**src/rtl/slotmaker_card_table_pkg.sv**
```systemverilog
// Shared widths, card ID encodings and FSM states for the slot-to-card table.
// Firmware headers and the card emulators use the same card ID values.
package slotmaker_pkg;

    localparam int SLOT_BITS  = 3;
    localparam int CARD_BITS  = 8;
    localparam int NUM_SLOTS  = 8;
    localparam int TIMER_BITS = 8;

    typedef logic [CARD_BITS-1:0] card_id_t;

    localparam card_id_t CARD_NONE = 8'h00;

    typedef enum card_id_t {
        CARD_DISK_II       = 8'h01,
        CARD_MOCKINGBOARD  = 8'h02,
        CARD_SUPER_SERIAL  = 8'h03,
        CARD_RAMWORKS      = 8'h04,
        CARD_MOUSE         = 8'h05,
        CARD_CLOCK         = 8'h06
    } card_kind_e;

    typedef enum logic {
        ST_INIT = 1'b0,
        ST_RUN  = 1'b1
    } tbl_state_e;

endpackage

```
**src/rtl/slotmaker_card_table_if.sv**
```systemverilog
// Firmware-side configuration port: slot address, write data/strobe and read-back data.
interface slotmaker_config_if;
    import slotmaker_pkg::*;

    logic [SLOT_BITS-1:0] slot;
    card_id_t             card_i;
    logic                 wr;
    card_id_t             card_o;

    modport master (output slot, output card_i, output wr, input  card_o);
    modport slave  (input  slot, input  card_i, input  wr, output card_o);
endinterface

```
**src/rtl/slotmaker_card_table_timer.sv**
```systemverilog
// Per-slot card reset timer: down counter that is active while non-zero.
// A load while still running restarts the count, so pulses only ever extend.
module slot_reset_timer
    import slotmaker_pkg::*;
#(
    parameter logic [TIMER_BITS-1:0] LOAD_VAL = 8'd16
) (
    input  logic clk,
    input  logic resetn,
    input  logic load_i,
    output logic active_o
);

    logic [TIMER_BITS-1:0] count_q, count_d;

    always_comb begin
        count_d = count_q;
        if (load_i)
            count_d = LOAD_VAL;
        else if (count_q != '0)
            count_d = count_q - 1'b1;
    end

    always_ff @(posedge clk or negedge resetn) begin
        if (!resetn)
            count_q <= '0;
        else
            count_q <= count_d;
    end

    assign active_o = (count_q != '0);

endmodule

```
**src/rtl/slotmaker_card_table.sv**
```systemverilog
// Slot-to-card assignment table with firmware read/write port, power-up global
// card reset, and a timed per-slot reset whenever a slot's card changes.
module slotmaker_card_table
    import slotmaker_pkg::*;
#(
    parameter int unsigned                    RESET_CYCLES  = 16,
    parameter logic [NUM_SLOTS*CARD_BITS-1:0] DEFAULT_CARDS = '0
) (
    input  logic                                clk,
    input  logic                                resetn,
    slotmaker_config_if.slave                   cfg,
    output logic [NUM_SLOTS-1:0][CARD_BITS-1:0] slot_card_o,
    output logic [NUM_SLOTS-1:0]                slot_reset_o,
    output logic                                init_done_o,
    output logic                                change_o
);

    localparam logic [TIMER_BITS-1:0] RST_LEN  = TIMER_BITS'(RESET_CYCLES);
    localparam logic [TIMER_BITS-1:0] INIT_END = TIMER_BITS'(RESET_CYCLES - 1);

    tbl_state_e                          state_q, state_d;
    logic [TIMER_BITS-1:0]               init_cnt_q, init_cnt_d;
    logic [NUM_SLOTS-1:0][CARD_BITS-1:0] table_q;
    logic                                change_q;
    logic                                wr_diff;
    logic [NUM_SLOTS-1:0]                timer_load;
    logic [NUM_SLOTS-1:0]                timer_act;

    always_comb begin
        state_d    = state_q;
        init_cnt_d = init_cnt_q;
        case (state_q)
            ST_INIT: begin
                if (init_cnt_q == INIT_END)
                    state_d = ST_RUN;
                else
                    init_cnt_d = init_cnt_q + 1'b1;
            end
            ST_RUN:  state_d = ST_RUN;
            default: state_d = ST_INIT;
        endcase
    end

    always_ff @(posedge clk or negedge resetn) begin
        if (!resetn) begin
            state_q    <= ST_INIT;
            init_cnt_q <= '0;
        end else begin
            state_q    <= state_d;
            init_cnt_q <= init_cnt_d;
        end
    end

    // Only a write that actually changes the slot's card counts as a change.
    assign wr_diff = cfg.wr && (cfg.card_i != table_q[cfg.slot]);

    always_ff @(posedge clk or negedge resetn) begin
        if (!resetn) begin
            table_q  <= DEFAULT_CARDS;
            change_q <= 1'b0;
        end else begin
            if (wr_diff)
                table_q[cfg.slot] <= cfg.card_i;
            change_q <= wr_diff;
        end
    end

    // Zero-latency read-back: the controller samples this in its ready cycle.
    assign cfg.card_o = table_q[cfg.slot];

    for (genvar g = 0; g < NUM_SLOTS; g++) begin : g_slot
        // During INIT the global reset already covers every slot.
        assign timer_load[g] = wr_diff && (state_q == ST_RUN) && (cfg.slot == SLOT_BITS'(g));

        slot_reset_timer #(
            .LOAD_VAL (RST_LEN)
        ) u_timer (
            .clk      (clk),
            .resetn   (resetn),
            .load_i   (timer_load[g]),
            .active_o (timer_act[g])
        );
    end

    assign slot_card_o  = table_q;
    assign slot_reset_o = timer_act | {NUM_SLOTS{state_q == ST_INIT}};
    assign init_done_o  = (state_q == ST_RUN);
    assign change_o     = change_q;

endmodule

```
**src/flat_wrapper.sv**
```systemverilog
// flat-port wrapper written by rule: the top's interface ports become plain ports
module slotmaker_card_table_flat import slotmaker_pkg::*;
#(
    parameter int unsigned                    RESET_CYCLES  = 16,
    parameter logic [NUM_SLOTS*CARD_BITS-1:0] DEFAULT_CARDS = '0
)
  (clk, resetn, slot_card_o, slot_reset_o, init_done_o, change_o, cfg_slot, cfg_card_i, cfg_wr, cfg_card_o);
  slotmaker_config_if cfg_i ();
  input  logic clk;
  input  logic resetn;
  output logic [NUM_SLOTS-1:0][CARD_BITS-1:0] slot_card_o;
  output logic [NUM_SLOTS-1:0] slot_reset_o;
  output logic init_done_o;
  output logic change_o;
  input wire logic [$bits(cfg_i.slot)-1:0] cfg_slot;
  input wire logic [$bits(cfg_i.card_i)-1:0] cfg_card_i;
  input wire logic [$bits(cfg_i.wr)-1:0] cfg_wr;
  output wire logic [$bits(cfg_i.card_o)-1:0] cfg_card_o;
  assign cfg_i.slot = cfg_slot;
  assign cfg_i.card_i = cfg_card_i;
  assign cfg_i.wr = cfg_wr;
  assign cfg_card_o = cfg_i.card_o;
  slotmaker_card_table #(.RESET_CYCLES(RESET_CYCLES), .DEFAULT_CARDS(DEFAULT_CARDS)) u_core (.clk(clk), .resetn(resetn), .cfg(cfg_i), .slot_card_o(slot_card_o), .slot_reset_o(slot_reset_o), .init_done_o(init_done_o), .change_o(change_o));
endmodule
```
**config.mk**
```make
export PLATFORM = sky130hd
export DESIGN_NAME = slotmaker_card_table_flat
export DESIGN_NICKNAME = d
export VERILOG_FILES = /design/src/rtl/slotmaker_card_table_pkg.sv /design/src/rtl/slotmaker_card_table_if.sv /design/src/rtl/slotmaker_card_table_timer.sv /design/src/rtl/slotmaker_card_table.sv /design/src/flat_wrapper.sv
export SDC_FILE = /design/constraint.sdc
export NUM_CORES = 1
export LEC_CHECK = 0
export BUFFER_PORTS_ARGS = -buffer_cell sky130_fd_sc_hd__buf_4
export CORE_MARGIN = 2
export CORE_UTILIZATION = 45
export CTS_BUF_LIST = sky130_fd_sc_hd__clkbuf_8 sky130_fd_sc_hd__clkbuf_16
export DETAILED_ROUTE_END_ITERATION = 12
export PLACE_DENSITY_LB_ADDON = 0.1
export SLEW_MARGIN = 20
export SYNTH_ARGS = -nofsm -noshare
export SYNTH_HDL_FRONTEND = slang
export SYNTH_SLANG_ARGS = --single-unit
```
**constraint.sdc**
```tcl
create_clock -name clk -period 5.7 [get_ports clk]
set_clock_uncertainty 0.1 [all_clocks]
set_input_delay 0.285 -clock clk [delete_from_list [all_inputs] [get_ports clk]]
set_output_delay 0.285 -clock clk [all_outputs]
set_load 0.005 [all_outputs]
```
==> flow_metrics.env, run 1 <==
export IMPL_clock_root_buffer="clkbuf_16"
export IMPL_mostFrequentLayoutCells="138 x dfrtp_1, 96 x buf_4, 90 x mux2_2, 75 x nor2_1, 51 x nand2_1"
export IMPL_max_freq_mhz=311
export IMPL_nNetsFinal=748
export IMPL_maxCapViolCount=0
export IMPL_power_frac_seq_pct=40.3
export IMPL_die_w_um=129
export IMPL_start_kind="flop"
export IMPL_syn_inst=630
export IMPL_cp_required_ns=5.90
export IMPL_setup_violations=0
export IMPL_place_area_um2=7820
export IMPL_final_cell_area_um2=8460
export IMPL_place_ws_ns=2.14
export IMPL_cts_setup_buffers=0
export IMPL_grt_pass1_vias=5042
export IMPL_port_buffers=95
export IMPL_seq_area_frac_synth_pct=49.4
export IMPL_hold_violations=0
export IMPL_initial_core_util_pct=46.0
export IMPL_drv_slew=0
export IMPL_hpwl_mm=11.4
export IMPL_pin_count=96
export IMPL_r2r_cells=8
export IMPL_diodes=0
export IMPL_clkPwrFrac_pct=29.1
export IMPL_netlist_area_leader_share_pct=49.4
export IMPL_clock_sinks=138
export IMPL_wl_per_cell_um=17.9
export IMPL_combPwrFrac_pct=30.6
export IMPL_holdPathStages=2
export IMPL_gp_congestion=0.790
export IMPL_run_status="complete, no violations"
export IMPL_numCtsBuffers=17
export IMPL_power_density_nw_per_um2=476
export IMPL_ys_warn_count=0
export IMPL_tightest_slew_ns=1.06
export IMPL_synth_ff_type="dfrtp_1"
export IMPL_final_setup_worst_slack_ns=2.48
export IMPL_clkTransAtPathRegs_ns=0.06
export IMPL_antenna_found_initial=0
export IMPL_clk_path_buf_depth=2
export IMPL_final_common_cell="dfrtp_1"
export IMPL_clk_latency_ns=0.42
export IMPL_finalCritPeriodShare_pct=56.5
export IMPL_fp_dieH_um=129
export IMPL_drt_wl_total_mm=16.6
export IMPL_synth_nets=653
export IMPL_cp_arrival_ns=3.42
export IMPL_vias_per_cell=5.37
export IMPL_grt_usage_pct=21.3
export IMPL_fillers=1304
export IMPL_period_needed_ns=3.22
export IMPL_synth_area_um2=6990
export IMPL_ctsHoldBuffers=1
export IMPL_areaGrowthSynthToFinish_pct=20.9
export IMPL_fin_setup_tns_ns=0
export IMPL_drive_gt1_share_pct=32.5
export IMPL_drcViolationCount=0
export IMPL_yosysTopAreaCell="dfrtp_1"
export IMPL_synthTopCellsByArea="dfrtp_1 49%, mux2_2 14%, nor2_1 4.0%"
export IMPL_grt_max_degree=82
export IMPL_async_flop_share_pct=100
export IMPL_cts_tree="yes"
export IMPL_first_pass_iters=4
export IMPL_critPathKind="reg2reg"
export IMPL_h_tree_depth=4
export IMPL_ys_ff_latch=138
export IMPL_final_antenna_net_count=0
export IMPL_rows=45
export IMPL_static_leakage_power_nw=3.67
export IMPL_crit_path_end_kind="flop"
export IMPL_die_area_um2=16600
export IMPL_peakVddDrop_mv=0.225
export IMPL_p_switching_w=0.00133
export IMPL_finalPower_w=0.00402
export IMPL_grt_overflow=0
export IMPL_placedCellCount=893
export IMPL_rsz0062_at_grt="no"
export IMPL_switching_share_pct=33.0
export IMPL_vias=4973
export IMPL_internal_power_w=0.00269
export IMPL_drt_initial_drc_count=273
export IMPL_syn_avg_cell_area_um2=11.1
export IMPL_slew_headroom_pct=29.0
export IMPL_final_cells=926
export IMPL_ctsResizeCount=0
export IMPL_core_area_um2=15200
export IMPL_hold_path_class="in2reg"
export IMPL_cp_max_fo=14
export IMPL_synth_edf_count=0
export IMPL_ys_types=51
export IMPL_grt_pass1_wl_mm=26.9
==> Yosys cell counts, drive strengths merged, types with 2 or more instances <==
library cell,instances
inv,24
nand3b,4
a211oi,15
nor3b,2
or3,11
nor2b,10
dfrtp,138
nor2,75
ha,9
mux2,96
a21oi,15
xnor2,28
nor4,15
or4,2
nand2,51
a2bb2oi,2
or2,4
a2111oi,5
nand2b,12
clkbuf,5
buf,17
o21ai,11
and2,2
o32a,2
xor2,13
o22ai,10
nand3,7
nor3,20
nand4,6
mux2i,6
a211o,3
==> layer usage <==
metal  wire length [um]  global-route usage [%]  vias to the layer above
met1               7870                    30.0                     2428
met5                  0                       0                        -
li1                   -                       -                     2400
met4                383                    8.63                        0
met3                856                    5.78                       26
met2               7490                    31.2                      119
==> state kept, by name, indices dropped and copies added (netlist names) <==
name / count
u_core.g_slot.u_timer.count_q: 64
u_core.change_o: 1
u_core.slot_card_o: 64
u_core.init_done_o: 1
u_core.init_cnt_q: 8
==> critical path: stages, from the launching register on <==
cell and delay, ns:
dfrtp_1 0.39, nor2b_1 0.17, a211oi_1 0.05, or3_1 0.43, xnor2_1 0.30, nor4_4 0.09
buf_4 0.23, a211oi_2 0.91, mux2_2 0.42
==> final cells by class <==
class / count / area, um^2 / share of cell area, %
tap: 188 / 235 / 2.78
timing repair buffer: 98 / 742 / 8.77
inverter: 24 / 90.1 / 1.07
sequential: 138 / 3450 / 40.8
multi-input combinational: 446 / 3310 / 39.1
clock inverter: 15 / 200 / 2.37
clock buffer: 17 / 425 / 5.03
==> final timing paths <==
check	start	endpoint	slack, ns
worst max-delay path	u_core.slot_card_o[8]$_DFFE_PN0P_	u_core.slot_card_o[31]$_DFFE_PN0P_	2.48
worst min-delay path	cfg_card_i[2]	u_core.slot_card_o[58]$_DFFE_PN0P_	0.06
worst max register to register	u_core.slot_card_o[8]$_DFFE_PN0P_	u_core.slot_card_o[31]$_DFFE_PN0P_	2.48
worst min register to register	u_core.init_cnt_q[7]$_DFFE_PN0P_	u_core.init_cnt_q[7]$_DFFE_PN0P_	0.38
max in group asynchronous	resetn	u_core.slot_card_o[47]$_DFFE_PN0P_	3.84
min in group asynchronous	resetn	u_core.g_slot[5].u_timer.count_q[2]$_DFFE_PN0P_	0.37
==> power by group through the flow <==
stage                     Sequential (W)  Clock, W  Combinational [W]
after floorplan                  0.00156         0           0.000864
after global placement           0.00162         0            0.00119
after detailed placement         0.00163         0            0.00124
after CTS                        0.00162   0.00119            0.00125
after global routing             0.00167   0.00124            0.00140
final                            0.00162   0.00117            0.00123
==> cell families (layout without fill, tap and decap cells) <==
logic type	Yosys count	in the layout	share of synthesized area, %
XOR/XNOR	41	41	5.14
multiplexers	102	102	16.3
adder cells (fa/ha/maj)	9	9	1.61
buffers and inverters	46	154	3.31
flip-flops	138	138	49.4
AO/OA/AOI/OAI	70	70	8.68
AND/OR/NAND/NOR	224	224	15.6
==> through the flow <==
step           utilization (%)  hold slack, ns
2_1_floorplan                -          -0.111
3_3_place_gp              51.4           0.288
3_5_place_dp              51.4           0.288
4_1_cts                   55.6          0.0450
5_1_grt                   55.6          0.0567
6_report                  55.6          0.0612
Note: power is estimated with default switching activity, not from simulation.
==> run 2, diff against run 1 <==
Clock period 5.7 ns to 3 ns, I/O delays scaled along.
==> run 2 against run 1 <==
Register-to-register slack worse by 2.3 ns. Final cell count up 5.0%. Highest routed layer unchanged. Maximum frequency up 14%. Clock power up 120%. Die area unchanged. Setup slack worse by 2.3 ns. Combinational power up 95%. Critical endpoint is now u_core.slot_card_o[0]$_DFFE_PN0P_. Largest cell class unchanged. Core utilization up 3.3 points. Critical path depth unchanged. Sequential power up 90%.
==> flow_metrics.env, run 2 (same netlist as run 1, synthesis figures left out) <==
export IMPL_grt_usage_pct=21.7
export IMPL_max_stage_delay_ns=0.70
export IMPL_clkTransAtPathRegs_ns=0.06
export IMPL_critPathKind="reg2reg"
export IMPL_h_tree_depth=4
export IMPL_mostFrequentLayoutCells="138 x dfrtp_1, 130 x buf_4, 90 x mux2_2, 75 x nor2_1, 51 x nand2_1"
export IMPL_port_buffers=95
export IMPL_initial_core_util_pct=46.0
export IMPL_whs_ns=0.190
export IMPL_period_needed_ns=2.83
export IMPL_r2r_slack_ns=0.17
export IMPL_final_cell_area_um2=8960
export IMPL_fillers=1282
export IMPL_grt_pass1_vias=5056
export IMPL_vias=5203
export IMPL_clock_root_buffer="clkbuf_16"
export IMPL_crit_chain="mux2_2, o22ai_1, or3_1, nand4_1, or4_1, o21ai_4, buf_4, mux2_2"
export IMPL_maxCapViolCount=0
export IMPL_numCtsBuffers=17
export IMPL_drive_gt1_share_pct=35.3
export IMPL_wl_per_cell_um=17.6
export IMPL_hpwl_mm=12.1
export IMPL_finalCritPeriodShare_pct=94.4
export IMPL_clk_path_buf_depth=2
export IMPL_power_density_nw_per_um2=896
export IMPL_fp_dieH_um=129
export IMPL_antenna_found_initial=0
export IMPL_cp_max_fo=4
export IMPL_start_kind="flop"
export IMPL_drcViolationCount=0
export IMPL_rows=45
export IMPL_hold_violations=0
export IMPL_cp_required_ns=3.20
export IMPL_crit_path_end_kind="flop"
export IMPL_gp_congestion=0.827
export IMPL_grt_max_degree=67
export IMPL_cp_slowest_cell="or4_1"
export IMPL_crit_path_frequent_cell="mux2_2"
export IMPL_run_status="complete, no violations"
export IMPL_slew_headroom_pct=30.8
export IMPL_peakVddDrop_mv=0.469
export IMPL_core_area_um2=15200
export IMPL_tightest_slew_ns=1.01
export IMPL_clock_sinks=138
export IMPL_final_cells=972
export IMPL_first_pass_iters=4
export IMPL_static_leakage_power_nw=3.93
export IMPL_max_freq_mhz=353
export IMPL_areaGrowthSynthToFinish_pct=28.1
export IMPL_nNetsFinal=794
export IMPL_r2r_cells=8
export IMPL_diodes=0
export IMPL_hold_path_class="in2async"
export IMPL_drt_wl_total_mm=17.1
export IMPL_grt_pass1_wl_mm=27.4
export IMPL_r2r_end="u_core.slot_card_o[0]$_DFFE_PN0P_"
export IMPL_drv_slew=0
export IMPL_grt_overflow=0
export IMPL_rsz0062_at_grt="no"
export IMPL_vias_per_cell=5.35
export IMPL_pin_count=96
export IMPL_place_area_um2=8130
export IMPL_final_common_cell="dfrtp_1"
export IMPL_cts_tree="yes"
export IMPL_final_antenna_net_count=0
export IMPL_worstSetupStartpoint="u_core.slot_card_o[63]$_DFFE_PN0P_"
export IMPL_drt_initial_drc_count=283
export IMPL_cp_arrival_ns=3.03
export IMPL_die_area_um2=16600
export IMPL_die_w_um=129
export IMPL_timing_rr_start="u_core.slot_card_o[63]$_DFFE_PN0P_"
export IMPL_cp_endpoint="u_core.slot_card_o[0]$_DFFE_PN0P_"
export IMPL_clk_latency_ns=0.42
export IMPL_fin_util_pct=58.9
export IMPL_placedCellCount=930
export IMPL_setup_violations=0
run 2: changes by cell type in the layout (fill, tap and decap cells not counted), sizes merged:
cell and delta:
clkinv -4, buf +37, bufinv +4, clkinvlp +1
inv -1, dlygate4sd3 +9
run 2: cell type report:
| class | instances | area, um^2 | area share, % |
|---|---|---|---|
| flip-flops and latches | 138 | 3450 | 38.6 |
| multi-input cells | 446 | 3310 | 36.9 |
| repair buffers | 144 | 1150 | 12.8 |
| clock buffers | 17 | 425 | 4.75 |
| clock inverters | 15 | 297 | 3.31 |
| well taps | 188 | 235 | 2.63 |
| inverters | 24 | 90.1 | 1.01 |
run 2: worst min path at each step:
stage | to | slack [ns] | depth (start not counted)
floorplan | u_core.change_o$_DFF_PN0_ | -0.25 | 0
global placement | u_core.g_slot[4].u_timer.count_q[3]$_DFFE_PN0P_ | 0.10 | 1
detailed placement | u_core.g_slot[4].u_timer.count_q[5]$_DFFE_PN0P_ | 0.11 | 1
CTS | u_core.g_slot[4].u_timer.count_q[5]$_DFFE_PN0P_ | 0.24 | 2
global route | u_core.g_slot[4].u_timer.count_q[2]$_DFFE_PN0P_ | 0.25 | 2
finish | u_core.g_slot[4].u_timer.count_q[5]$_DFFE_PN0P_ | 0.19 | 2
run 2: worst max-delay path, delay by kind of cell (launching register included):
family	cells	cell delay (ns)
DFF	1	0.42
buffers and inverters	1	0.16
and+or+nand+nor	3	0.98
muxes	2	0.64
AOI/OAI and AO/OA	2	0.42
run 2: metal layers:
| metal | track usage (%) | part of all wire [%] | up-vias |
|---|---|---|---|
| met2 | 33.0 | 47 | 107 |
| met5 | 0 | 0 | - |
| met1 | 30.6 | 48 | 2572 |
| li1 | - | - | 2510 |
| met3 | 6.28 | 4.1 | 14 |
| met4 | 6.07 | 1.4 | 0 |
run 2: repair_timing:
item	4_1_cts	5_1_grt
setup buffers	0	0
resized for setup	0	0
hold buffers	10	0
hold endpoints to repair	129	0
run 2: report_power, final:
part / total (W) / leakage (nW) / internal, W / switching (W)
logic: 0.00240 / 1.93 / 0.00129 / 0.00111
registers: 0.00308 / 1.67 / 0.00249 / 0.000591
clock network: 0.00254 / 0.336 / 0.00173 / 0.000811
run 2: stage by stage:
stage          setup WS (ns)  setup TNS (ns)  power, W
6_report               0.167               0   0.00802
5_1_grt               0.0224               0   0.00856
4_1_cts                0.176               0   0.00810
3_5_place_dp         -0.0714          -0.270   0.00550
3_3_place_gp          0.0184               0   0.00540
2_1_floorplan          0.252               0   0.00461
